[config.mk]
export PLATFORM = sky130hd
export DESIGN_NAME = serial_io_port
export DESIGN_NICKNAME = d
export VERILOG_FILES = /design/src/rtl/serial_io_port.sv
export SDC_FILE = /design/constraint.sdc
export NUM_CORES = 1
export LEC_CHECK = 0
export BUFFER_PORTS_ARGS = -buffer_cell sky130_fd_sc_hd__buf_2
export CORE_ASPECT_RATIO = 1.5
export CORE_UTILIZATION = 50
export DETAILED_ROUTE_END_ITERATION = 8
export GPL_ROUTABILITY_DRIVEN = 0
export GPL_TIMING_DRIVEN = 0
export MAX_ROUTING_LAYER = met4
export PLACE_DENSITY = 0.71
export SYNTH_ARGS = -nofsm -noshare
export SYNTH_HDL_FRONTEND = slang
export SYNTH_SLANG_ARGS = --single-unit
[constraint.sdc]
create_clock -name clock -period 1.8 [get_ports clock]
set_input_delay 0.36 -clock clock [delete_from_list [all_inputs] [get_ports clock]]
set_output_delay 0.36 -clock clock [all_outputs]
set_load 0.05 [all_outputs]
[src/rtl/serial_io_port.sv]
// serial_io_port
// Serial I/O peripheral for the computer's 8-bit I/O side.
//   RX: 8N1 frames from rx_in are sampled mid-bit, collected into a small
//       FIFO and handed to INPR through the FGI handshake.
//   TX: bytes from OUTR are taken through the FGO handshake and shifted
//       out on tx_out as 8N1 frames.
// Build option: define SERIAL_IO_PARITY_EN for 8E1 frames (even parity on
// TX, parity check on RX). Without it parity_error_out is tied to 0.
//
// Ports
//   clock             system clock, rising edge
//   reset_in          asynchronous active-high reset
//   rx_in             serial receive line (idle high, asynchronous)
//   tx_out            serial transmit line (idle high)
//   inpr_data_out     byte offered to INPR, held until the next strobe
//   input_load_out    one-cycle strobe: load INPR and set FGI
//   fgi_in            computer FGI flag
//   outr_data_in      computer OUTR contents
//   fgo_in            computer FGO flag
//   output_done_out   one-cycle strobe: set FGO
//   rx_overrun_out    sticky: received byte dropped, FIFO full
//   frame_error_out   sticky: stop bit sampled low
//   parity_error_out  sticky: parity mismatch (parity build only)
//   error_clear_in    synchronous clear of all sticky flags

module serial_io_port #(
  parameter int CLOCKS_PER_BIT = 16,
  parameter int FIFO_DEPTH     = 4
) (
  input  logic       clock,
  input  logic       reset_in,
  input  logic       rx_in,
  output logic       tx_out,
  output logic [7:0] inpr_data_out,
  output logic       input_load_out,
  input  logic       fgi_in,
  input  logic [7:0] outr_data_in,
  input  logic       fgo_in,
  output logic       output_done_out,
  output logic       rx_overrun_out,
  output logic       frame_error_out,
  output logic       parity_error_out,
  input  logic       error_clear_in
);

  localparam int TW = $clog2(CLOCKS_PER_BIT);
  localparam int AW = $clog2(FIFO_DEPTH);
  localparam logic [TW-1:0] BIT_LAST  = TW'(CLOCKS_PER_BIT - 1);
  localparam logic [TW-1:0] MID_POINT = TW'(CLOCKS_PER_BIT / 2);

  typedef enum logic [2:0] {
    RX_IDLE, RX_START, RX_DATA, RX_PARITY, RX_STOP
  } rx_state_t;

  typedef enum logic {
    IN_IDLE, IN_WAIT_SET
  } in_state_t;

  typedef enum logic [2:0] {
    TX_ARM, TX_WAIT_FGO, TX_IDLE, TX_START, TX_DATA, TX_PARITY, TX_STOP, TX_DONE
  } tx_state_t;

  logic            rx_meta, rx_sync, rx_prev;
  rx_state_t       rx_state, rx_next;
  logic [TW-1:0]   rx_timer;
  logic [2:0]      rx_bit;
  logic [7:0]      rx_shift;
  logic            rx_at_sample;
  logic            rx_push;
  logic            frame_evt;
  logic            overrun_evt;
`ifdef SERIAL_IO_PARITY_EN
  logic            rx_par_bad;
  logic            parity_evt;
  logic            tx_parity;
`endif

  logic [7:0]      fifo_mem [FIFO_DEPTH];
  logic [AW:0]     wr_ptr, rd_ptr;
  logic            fifo_empty, fifo_full, fifo_write, fifo_pop;

  in_state_t       in_state, in_next;

  tx_state_t       tx_state, tx_next;
  logic [TW-1:0]   tx_timer;
  logic [2:0]      tx_bit;
  logic [7:0]      tx_shift;
  logic            tx_bit_end;
  logic            tx_load;

  // Two-flop synchroniser on the asynchronous receive line, plus a third
  // flop holding the previous synchronised value for falling-edge detection.
  // All three reset high so a reset never looks like a start bit.
  always_ff @(posedge clock or posedge reset_in) begin
    if (reset_in) begin
      rx_meta <= 1'b1;
      rx_sync <= 1'b1;
      rx_prev <= 1'b1;
    end else begin
      rx_meta <= rx_in;
      rx_sync <= rx_meta;
      rx_prev <= rx_sync;
    end
  end

  // The start bit is checked half a bit after the falling edge; every later
  // sample is a whole bit further on, so each lands mid-bit.
  assign rx_at_sample = (rx_state == RX_START) ? (rx_timer == MID_POINT)
                                               : (rx_timer == BIT_LAST);

  // RX state register.
  always_ff @(posedge clock or posedge reset_in) begin
    if (reset_in) rx_state <= RX_IDLE;
    else          rx_state <= rx_next;
  end

  // RX next-state logic. A high start sample is treated as a glitch.
  always_comb begin
    rx_next = rx_state;
    case (rx_state)
      RX_IDLE:   if (rx_prev && !rx_sync) rx_next = RX_START;
      RX_START:  if (rx_at_sample) rx_next = rx_sync ? RX_IDLE : RX_DATA;
      RX_DATA: begin
        if (rx_at_sample && rx_bit == 3'd7) begin
`ifdef SERIAL_IO_PARITY_EN
          rx_next = RX_PARITY;
`else
          rx_next = RX_STOP;
`endif
        end
      end
      RX_PARITY: if (rx_at_sample) rx_next = RX_STOP;
      RX_STOP:   if (rx_at_sample) rx_next = RX_IDLE;
      default:   rx_next = RX_IDLE;
    endcase
  end

  // RX outputs: the stop sample decides between pushing the byte and
  // flagging a framing error. A parity failure also withholds the push.
  always_comb begin
    rx_push   = 1'b0;
    frame_evt = 1'b0;
`ifdef SERIAL_IO_PARITY_EN
    parity_evt = 1'b0;
    if (rx_state == RX_PARITY && rx_at_sample)
      parity_evt = (rx_sync != ^rx_shift);
`endif
    if (rx_state == RX_STOP && rx_at_sample) begin
`ifdef SERIAL_IO_PARITY_EN
      rx_push = rx_sync && !rx_par_bad;
`else
      rx_push = rx_sync;
`endif
      frame_evt = !rx_sync;
    end
  end

  // RX datapath: bit timer, bit counter and LSB-first shift register.
  always_ff @(posedge clock or posedge reset_in) begin
    if (reset_in) begin
      rx_timer <= '0;
      rx_bit   <= '0;
      rx_shift <= '0;
`ifdef SERIAL_IO_PARITY_EN
      rx_par_bad <= 1'b0;
`endif
    end else begin
      if (rx_state == RX_IDLE || rx_at_sample) rx_timer <= '0;
      else                                     rx_timer <= rx_timer + TW'(1);

      if (rx_state == RX_IDLE) begin
        rx_bit <= '0;
      end else if (rx_state == RX_DATA && rx_at_sample) begin
        rx_bit   <= rx_bit + 3'd1;
        rx_shift <= {rx_sync, rx_shift[7:1]};
      end
`ifdef SERIAL_IO_PARITY_EN
      if (rx_state == RX_IDLE)
        rx_par_bad <= 1'b0;
      else if (rx_state == RX_PARITY && rx_at_sample)
        rx_par_bad <= parity_evt;
`endif
    end
  end

  // FIFO with one extra pointer bit: equal pointers mean empty, pointers
  // differing only in the top bit mean full. A pop in the same cycle frees
  // the slot, so a push into a full FIFO still succeeds then.
  assign fifo_empty  = (wr_ptr == rd_ptr);
  assign fifo_full   = (wr_ptr[AW] != rd_ptr[AW]) &&
                       (wr_ptr[AW-1:0] == rd_ptr[AW-1:0]);
  assign fifo_write  = rx_push && (!fifo_full || fifo_pop);
  assign overrun_evt = rx_push && fifo_full && !fifo_pop;

  always_ff @(posedge clock or posedge reset_in) begin
    if (reset_in) begin
      wr_ptr <= '0;
      rd_ptr <= '0;
    end else begin
      if (fifo_write) wr_ptr <= wr_ptr + (AW+1)'(1);
      if (fifo_pop)   rd_ptr <= rd_ptr + (AW+1)'(1);
    end
  end

  // Storage needs no reset; the pointers alone define what is valid.
  always_ff @(posedge clock) begin
    if (fifo_write) fifo_mem[wr_ptr[AW-1:0]] <= rx_shift;
  end

  // Input handshake state register.
  always_ff @(posedge clock or posedge reset_in) begin
    if (reset_in) in_state <= IN_IDLE;
    else          in_state <= in_next;
  end

  // After a strobe, wait for the computer to raise FGI before offering
  // anything else, so a byte is never offered while FGI is still set.
  always_comb begin
    in_next = in_state;
    case (in_state)
      IN_IDLE:     if (!fifo_empty && !fgi_in) in_next = IN_WAIT_SET;
      IN_WAIT_SET: if (fgi_in) in_next = IN_IDLE;
      default:     in_next = IN_IDLE;
    endcase
  end

  always_comb begin
    fifo_pop = (in_state == IN_IDLE) && !fifo_empty && !fgi_in;
  end

  // The strobe and the byte are registered together so INPR sees stable
  // data for the whole strobe cycle.
  always_ff @(posedge clock or posedge reset_in) begin
    if (reset_in) begin
      input_load_out <= 1'b0;
      inpr_data_out  <= '0;
    end else begin
      input_load_out <= fifo_pop;
      if (fifo_pop) inpr_data_out <= fifo_mem[rd_ptr[AW-1:0]];
    end
  end

  // Sticky error flags; a fresh event outranks a clear in the same cycle.
  always_ff @(posedge clock or posedge reset_in) begin
    if (reset_in) begin
      rx_overrun_out  <= 1'b0;
      frame_error_out <= 1'b0;
    end else begin
      rx_overrun_out  <= overrun_evt | (rx_overrun_out & ~error_clear_in);
      frame_error_out <= frame_evt | (frame_error_out & ~error_clear_in);
    end
  end

`ifdef SERIAL_IO_PARITY_EN
  always_ff @(posedge clock or posedge reset_in) begin
    if (reset_in) parity_error_out <= 1'b0;
    else parity_error_out <= parity_evt | (parity_error_out & ~error_clear_in);
  end
`else
  assign parity_error_out = 1'b0;
`endif

  assign tx_bit_end = (tx_timer == BIT_LAST);

  // TX state register. Reset lands in ARM, which also forces tx_out high
  // combinationally the moment reset is asserted.
  always_ff @(posedge clock or posedge reset_in) begin
    if (reset_in) tx_state <= TX_ARM;
    else          tx_state <= tx_next;
  end

  // TX next-state logic. FGO must be seen high (computer acknowledged the
  // ready strobe) and then low (computer wrote OUTR) before a byte is sent.
  always_comb begin
    tx_next = tx_state;
    case (tx_state)
      TX_ARM:      tx_next = TX_WAIT_FGO;
      TX_WAIT_FGO: if (fgo_in) tx_next = TX_IDLE;
      TX_IDLE:     if (!fgo_in) tx_next = TX_START;
      TX_START:    if (tx_bit_end) tx_next = TX_DATA;
      TX_DATA: begin
        if (tx_bit_end && tx_bit == 3'd7) begin
`ifdef SERIAL_IO_PARITY_EN
          tx_next = TX_PARITY;
`else
          tx_next = TX_STOP;
`endif
        end
      end
      TX_PARITY:   if (tx_bit_end) tx_next = TX_STOP;
      TX_STOP:     if (tx_bit_end) tx_next = TX_DONE;
      TX_DONE:     tx_next = TX_WAIT_FGO;
      default:     tx_next = TX_ARM;
    endcase
  end

  // TX outputs: the line level for the current bit and the OUTR latch.
  always_comb begin
    tx_out  = 1'b1;
    tx_load = 1'b0;
    case (tx_state)
      TX_IDLE:   tx_load = !fgo_in;
      TX_START:  tx_out  = 1'b0;
      TX_DATA:   tx_out  = tx_shift[0];
`ifdef SERIAL_IO_PARITY_EN
      TX_PARITY: tx_out  = tx_parity;
`endif
      default:   tx_out  = 1'b1;
    endcase
  end

  // TX datapath. The byte is copied at the latch, so later OUTR changes
  // cannot disturb a frame in progress.
  always_ff @(posedge clock or posedge reset_in) begin
    if (reset_in) begin
      tx_timer <= '0;
      tx_bit   <= '0;
      tx_shift <= '0;
`ifdef SERIAL_IO_PARITY_EN
      tx_parity <= 1'b0;
`endif
    end else begin
      if (tx_state inside {TX_START, TX_DATA, TX_PARITY, TX_STOP} && !tx_bit_end)
        tx_timer <= tx_timer + TW'(1);
      else
        tx_timer <= '0;

      if (tx_load) begin
        tx_shift <= outr_data_in;
        tx_bit   <= '0;
`ifdef SERIAL_IO_PARITY_EN
        tx_parity <= ^outr_data_in;
`endif
      end else if (tx_state == TX_DATA && tx_bit_end) begin
        tx_shift <= {1'b0, tx_shift[7:1]};
        tx_bit   <= tx_bit + 3'd1;
      end
    end
  end

  // Done strobe: once for the arming cycle after reset and once per frame,
  // registered so it is clean and low throughout reset.
  always_ff @(posedge clock or posedge reset_in) begin
    if (reset_in) output_done_out <= 1'b0;
    else output_done_out <= (tx_state == TX_ARM) || (tx_next == TX_DONE);
  end

endmodule

==> run summary, run 1 <==
The flow ran to the end, but the final reports show violations. The checks that failed: setup timing. For met3 alone, demand over resource in global routing was 4.18%.

From left edge to right edge, the die measures 74.2 um. STA classifies the critical path endpoint as a primary output. The leftover overflow at the end of global routing is 0, and the longest individual stage delay on the worst path is 0.43 ns. The hold violation count in the final report was 0; the flop and latch count out of synthesis was 90. Traced cell by cell, the critical path runs through or3b_4 > o22a_1 > buf_6. The repair_antennas step left the layout with diodes totalling 0. The final net count was 335.

Synthesis produced a netlist with a net count of 292. The synthesized design spends more area on one cell type than any other, namely sky130_fd_sc_hd__dfrtp_1. Setup repair after global routing could not meet its margin everywhere. After clock tree synthesis, the clock-pin slew on the worst setup and hold paths is 0.07 ns.

The detailed router finished its first iteration with 101 violations. For this run, the number of Yosys warnings is 0. The worst register-to-register path has a depth of 5. For the total setup violations reported at the end of the flow, the log shows 1. The routed design could run at a clock period as short as 1.87 ns. The routed length per placed instance is 14.7 um, and the number of filler instances in the final layout is 613.

For the data required time at the worst endpoint, the log shows 1.44 ns. The routing layer with the top usage in global route was met2. Area share of the leading cell type in the synthesized netlist: 35.2%. Dividing total power by cell area gives a power density of 1450 nW/um^2. The dominant register cell in the synthesized netlist is sky130_fd_sc_hd__dfrtp_1. The global-route wire length before repair was 10300 um; the detailed-route vias per instance was 5.25. CTS built an H-tree with a depth of 3.

The source-to-sink clock delay at the later pin of the worst-skew pair is 0.34 ns. The tree is rooted in a sky130_fd_sc_hd__clkbuf_16. After detailed routing, the total wire length is 6130 um.

The number of enable flip-flop cells after synthesis is 32. Hold timing on the final database bottoms out at a slack of 0.0628 ns. STA classifies the critical path startpoint as a register. The die is 110 um tall. The run gives 0.00739 ns as the final clock skew.

The average instance in the mapped netlist occupies 14.6 um^2. The area overhead of the layout relative to synthesis was 16.8%. The worst setup path is of the reg -> out kind. The initial antenna violation count came out at 0. The routed layout has 2191 vias. Entering global routing, the biggest net connects 35 pins. Sorting the synthesized cells by how often they occur yields sky130_fd_sc_hd__dfrtp_1 (55), sky130_fd_sc_hd__edfxtp_1 (32), sky130_fd_sc_hd__nor2_1 (16), sky130_fd_sc_hd__ha_1 (11), sky130_fd_sc_hd__nand2_1 (11). The run gives 0 as the hold buffer count at CTS. The global routing met1 resource utilization is 20.2%.

In the post-synthesis netlist, the biggest area contributors are sky130_fd_sc_hd__dfrtp_1 (35%), sky130_fd_sc_hd__edfxtp_1 (25%), sky130_fd_sc_hd__mux4_2 (4.0%). The final worst-path setup slack was -0.0735 ns; the DRC violation count after routing was 0. Among all cell types in the netlist, the one instantiated most often is sky130_fd_sc_hd__dfrtp_1. Global routing used 17.8% of the available tracks. The leakage power summed over all cells is 2.03 nW. The tools report the via count of the first global-routing pass as 2189. Of the cells placed in the final design, the portion with a size suffix greater than 1 is 32.7%.

Of all flip-flops after synthesis, the portion carrying an async set or reset was 64.4%. The worst hold-check path type is in -> async. The worst-margin pin slew was 0.563 ns; the TritonCTS buffer count was 9. The number of buffers added on ports came out at 26. The total buffers and inverters traversed by the critical path is 1. The endpoint of the lowest-slack register-to-register path is inpr_data_out[4]$_DFFE_PP0P_. The run gives 7610 um^2 as the core footprint. The launching point of the worst reg2reg path was rd_ptr[1]$_DFFE_PP0P_.

The worst register-to-register path has a setup slack of 0.10 ns. Measured against its own limit, the worst slew margin works out to 62.4%. Synthesis handed over a netlist of 267 instances. The number of buffers on the longest clock path is 2, and the number of optimization iterations in the first detailed-route pass is 4. For the final count of pins violating max slew, the log shows 0. The run gives 8180 um^2 as the floorplan die area. The site row count is 39, and the final standard cell count with taps included and fillers excluded is 417. Highest-delay cell along the critical path: sky130_fd_sc_hd__dfrtp_2. The HPWL reported at the end of detailed placement is 4210 um, and the total I/O pin count is 28.

Once detail routing completed, the nets flagged for antenna violations numbered 0. The effective utilization at floorplan came out at 51.3%. For the total clock sinks, the log shows 90. The peak fanout along the critical path is 6. The tools report the maximum frequency from static timing analysis as 534 MHz.

The register area share after synthesis came out at 61.8%. TritonCTS built the clock tree. Across the VDD grid, the largest voltage drop is 0.00119 V. Across the run, the number of max-cap violations was 0. Data arrives at the worst endpoint at 1.51 ns. The kind of cell adding the most delay to the critical path is flip-flops.

In this run the cell area of the synthesized design comes to 3910 um^2. The logic depth of the worst path, buffers included was 3; the met2 routing resource usage after global routing was 29.5%. The number of instances in the placed design was 396; the share of the cycle needed by the critical path after routing was 104%. For the number of distinct standard cells referenced by the synthesized netlist, the log shows 58.
-- cell type report --
cell class	count	area, um^2	area share (%)
sequential	90	2420	53.0
multi-input combinational	157	1390	30.4
clock buffer	9	225	4.93
timing repair buffer	34	221	4.85
tap	102	128	2.80
clock inverter	7	83.8	1.84
buffer	8	62.6	1.37
inverter	10	37.5	0.822
-- registers in the layout, indices dropped and copies added, names as in the netlist, 3 cells and up --
signal         cells
inpr_data_out      8
rx_shift           8
rx_timer           4
wr_ptr             3
tx_bit             3
tx_shift           8
rx_state           3
rx_bit             3
tx_timer           4
rd_ptr             3
tx_state           3
fifo_mem          32
-- cell families after synthesis --
family | synth area share, %
xor+xnor | 3.07
compound gates | 8.04
simple gates | 9.67
buf+inv | 2.98
fa+ha+maj | 3.52
other cells | 0.0960
mux | 10.8
flops | 61.8
-- cell usage in the layout, fill, tap and decap left out, drive strengths merged, types with 8 or more instances in the layout --
master	instances
nand2	12
mux2	19
edfxtp	32
clkbuf	10
o21ai	8
a21oi	9
buf	41
mux4	8
dfrtp	55
inv	14
nor2	20
ha	11
-- power by group --
| part | internal, mW | switching [mW] |
|---|---|---|
| clock network | 1.10 | 0.825 |
| logic | 0.792 | 1.16 |
| registers | 2.48 | 0.263 |
| total | 4.38 | 2.25 |
-- worst register-to-register path: cells and delay by family (launching register included) --
family | cells | cell delay, ns
AOI/OAI and AO/OA | 1 | 0.28
muxes | 1 | 0.35
xor gates and xnor gates | 1 | 0.17
buffers and inverters | 2 | 0.40
DFF | 1 | 0.39
-- metal layers --
metal,vias to the layer above,share of wire (%)
met5,-,0
met4,0,2.3
met3,13,3.0
met2,34,52
met1,1075,42
li1,1069,-
-- repair_timing --
item / 4_1_cts / 5_1_grt
setup endpoints to repair: 34 / 25
pin swaps: 2 / 2
setup buffers: 5 / 2
gates resized for setup: 7 / 4
hold endpoints to repair: 0 / 0
cloned: 0 / 0
-- worst max path at each step --
stage                           from                        end  slack [ns]
4_1_cts        tx_state[1]$_DFF_PP0_                     tx_out       -0.14
6_report       tx_state[0]$_DFF_PP0_                     tx_out       -0.07
3_3_place_gp                reset_in      rd_ptr[2]$_DFFE_PP0P_       -0.74
3_5_place_dp                  fgi_in   fifo_mem[3][0]$_DFFE_PP_       -0.31
5_1_grt        tx_state[0]$_DFF_PP0_                     tx_out       -0.11
2_1_floorplan               reset_in  frame_error_out$_DFF_PP0_        0.02
-- per-stage QoR --
step	setup TNS [ns]	power (mW)	util, %	cell area [um^2]	worst slack (ns)
2_1_floorplan	0	4.30	-	3910	0.0170
3_3_place_gp	-47.44	4.63	54.7	4170	-0.742
3_5_place_dp	-6.41	4.70	55.0	4190	-0.314
4_1_cts	-0.137	6.70	59.9	4560	-0.137
5_1_grt	-0.106	7.01	60.0	4570	-0.106
6_report	-0.0735	6.62	60.0	4570	-0.0735
Note: power is estimated with default switching activity, not from simulation.
==> run 2, diff against run 1 <==
BUFFER_PORTS_ARGS = -buffer_cell sky130_fd_sc_hd__clkbuf_2   (was -buffer_cell sky130_fd_sc_hd__buf_2)
GPL_TIMING_DRIVEN = not set   (was 0)
==> run summary, run 2 (synthesis gave the netlist of run 1 again) <==
The run finished, with violations left. The checks that failed: setup timing. The DRC violation count after routing was 0 (unchanged); the detailed-route vias per instance was 5.20 (-1.1%).

The HPWL reported at the end of detailed placement is 4360 um (+3.5%). The deepest level of the CTS H-tree was 3 (unchanged); the final count of pins violating max slew was 0 (unchanged). The initial antenna violation count came out at 0 (unchanged). Number of buffers on the longest clock path: 2 (unchanged). The tightest min-delay check is of the in -> reg type. The routed length per placed instance was 14.4 um (-2.2%); the area overhead of the layout relative to synthesis was 18.5%.

The library cell used most frequently in the layout, excluding fill and tap cells, is sky130_fd_sc_hd__dfrtp_1. The share of the cycle needed by the critical path after routing is 102% (-2.1 points). The logs give 0 (unchanged) for the remaining antenna violation count after routing and 6.60 mW (-0.33%) for the total power. TritonCTS built the clock tree. The final critical-path required period is 1.84 ns (-0.0384 ns), and the number of diodes is 0 (unchanged). The final worst-path setup slack was -0.0351 ns (+0.0384 ns). The endpoint of the lowest-slack register-to-register path is fifo_mem[2][5]$_DFFE_PP_.

The global-route wire length before repair was 10200 um (-0.87%); the peak ir drop on the vdd network was 0.00106 V (-11%). Type of origin of the critical path: a register. Number of instances in the placed design: 406 (+2.5%). The effective utilization at floorplan is 51.3% (unchanged). The site row count was 39 (unchanged); the data arrival at the endpoint of the critical path was 1.48 ns (-0.03 ns).

The number of buffers added on ports is 26 (unchanged). The via count of the routed design is 2204 (+0.59%). The critical path in this run is classified as reg -> out. Hold path startpoint: rx_in.

The initial DRC count was 95 (-5.9%). The worst reg-to-reg setup slack was 0.14 ns (+0.04 ns); the leftover overflow at the end of global routing was 0 (unchanged). The total clock sinks is 90 (unchanged), and the fraction of layout cells with a size suffix above 1 is 32.3% (-0.40 points).

The hold violation count in the final report is 0 (unchanged). The total setup violations reported at the end of the flow was 1 (unchanged); the number of maximum-capacitance violations was 0 (unchanged). The run gives 17.9% (+0.092 points) as the aggregate global-route resource usage. Setup repair after global routing could not meet its margin everywhere.

The pin count of the biggest net entering global routing was 56 (+60%); the overall routed net length was 6100 um (-0.54%). The number of flip-flops in the largest register works out to 32 (unchanged). The floorplan die area is 8180 um^2 (unchanged). The via count of the first global-routing pass was 2241 (+2.4%).

The run gives 4 (unchanged) as the number of optimization iterations in the first detailed-route pass. The length in cells of the worst reg-to-reg path was 5 (unchanged). The source-to-sink clock delay at the later pin of the worst-skew pair came out at 0.33 ns (about the same).

The leakage power summed over all cells is 2.06 nW (+1.4%), and the CTS clock-pin slew for the worst setup and hold paths is 0.06 ns (about the same). The die height works out to 110 um (unchanged). The startpoint identified for the worst register-to-register timing path is rx_timer[3]$_DFF_PP0_. The destination of the worst hold path was rx_meta$_DFF_PP1_. The total I/O pin count was 28 (unchanged).

Leaving out fill and tap cells, the most frequent cells in the layout are sky130_fd_sc_hd__dfrtp_1 (55), sky130_fd_sc_hd__edfxtp_1 (32), sky130_fd_sc_hd__clkbuf_2 (25). The tools report the final standard cell count with taps included and fillers excluded as 424 (+1.7%). The tools report the final clock skew as 0.00466 ns (-0.00273 ns).

STA classifies the critical path endpoint as a primary output. The run gives 7610 um^2 (unchanged) as the core footprint. The final net count was 342 (+2.1%); the TritonCTS buffer count was 9 (unchanged). The data required time at the worst endpoint came out at 1.44 ns (about the same).

Clock tree synthesis selected as its root buffer the cell sky130_fd_sc_hd__clkbuf_16. Horizontal die dimension: 74.2 um (unchanged). The power density over the cells was 1430 nW/um^2 (-1.7%); the number of cells on the worst hold path was 1.

The peak fanout along the critical path is 2 (-4). The maximum frequency from static timing analysis is 545 MHz (+2.1%).
-- run 2: cell count changes in the layout (fill, tap and decap cells not counted), moves of 2 or more --
cell / delta
sky130_fd_sc_hd__clkinvlp_4: +2
sky130_fd_sc_hd__and2_1: +3
sky130_fd_sc_hd__dfrtp_2: -2
sky130_fd_sc_hd__buf_4: +9
sky130_fd_sc_hd__buf_2: -27
sky130_fd_sc_hd__dfrtp_1: +2
sky130_fd_sc_hd__and2_4: -3
sky130_fd_sc_hd__buf_12: +3
sky130_fd_sc_hd__inv_6: -2
sky130_fd_sc_hd__buf_6: -4
sky130_fd_sc_hd__clkbuf_2: +25
-- run 2: stage by stage --
stage	hold slack, ns	cell area [um^2]	utilization (%)	setup TNS [ns]	worst slack, ns
2_1_floorplan	0.345	3910	-	0	0.0170
3_3_place_gp	0.216	4310	56.6	0	0.0827
3_5_place_dp	0.220	4310	56.6	0	0.0570
4_1_cts	0.0931	4630	60.8	-0.0562	-0.0562
5_1_grt	0.0904	4630	60.8	-0.0799	-0.0799
6_report	0.102	4630	60.8	-0.0351	-0.0351
-- run 2: worst max path at each step --
| stage | startpoint | end | slack [ns] | cells past startpoint |
|---|---|---|---|---|
| 2_1_floorplan | reset_in | frame_error_out$_DFF_PP0_ | 0.02 | 1 |
| 3_3_place_gp | fgi_in | fifo_mem[1][0]$_DFFE_PP_ | 0.08 | 6 |
| 4_1_cts | tx_state[0]$_DFF_PP0_ | tx_out | -0.06 | 3 |
| 3_5_place_dp | fgi_in | fifo_mem[0][2]$_DFFE_PP_ | 0.06 | 6 |
| 6_report | tx_state[0]$_DFF_PP0_ | tx_out | -0.04 | 3 |
| 5_1_grt | tx_state[0]$_DFF_PP0_ | tx_out | -0.08 | 3 |
-- run 2: layer usage --
| metal | wire (um) | GRT usage, % | vias to the layer above |
|---|---|---|---|
| li1 | - | - | 1081 |
| met1 | 2480 | 18.7 | 1086 |
| met2 | 3320 | 30.8 | 27 |
| met3 | 174 | 5.55 | 10 |
| met4 | 116 | 7.55 | 0 |
| met5 | 0 | - | - |
-- run 2: critical path: stages (launching register included) --
cell and delay, ns:
sky130_fd_sc_hd__dfrtp_1 0.37, sky130_fd_sc_hd__or3b_4 0.39, sky130_fd_sc_hd__o22a_1 0.22, sky130_fd_sc_hd__buf_8 0.15
-- run 2: power by group --
part / internal, mW / switching (mW)
clock network: 1.08 / 0.756
registers: 2.48 / 0.213
logic: 0.867 / 1.21
-- run 2: cell type report --
class / instances / area, um^2
fill: 591 / 2980
clock inverter: 6 / 66.3
sequential: 90 / 2420
clock buffer: 10 / 229
inverter: 10 / 37.5
tap: 102 / 128
multi-input combinational: 157 / 1380
timing repair buffer: 49 / 378
-- run 2: repair_timing --
item | CTS | global route
gates cloned | 0 | 0
setup buffers | 1 | 0
hold buffers | 1 | 0
endpoints found under the setup margin | 1 | 1
resized for setup | 2 | 1
hold endpoints to repair | 3 | 0
pin swaps | 1 | 0
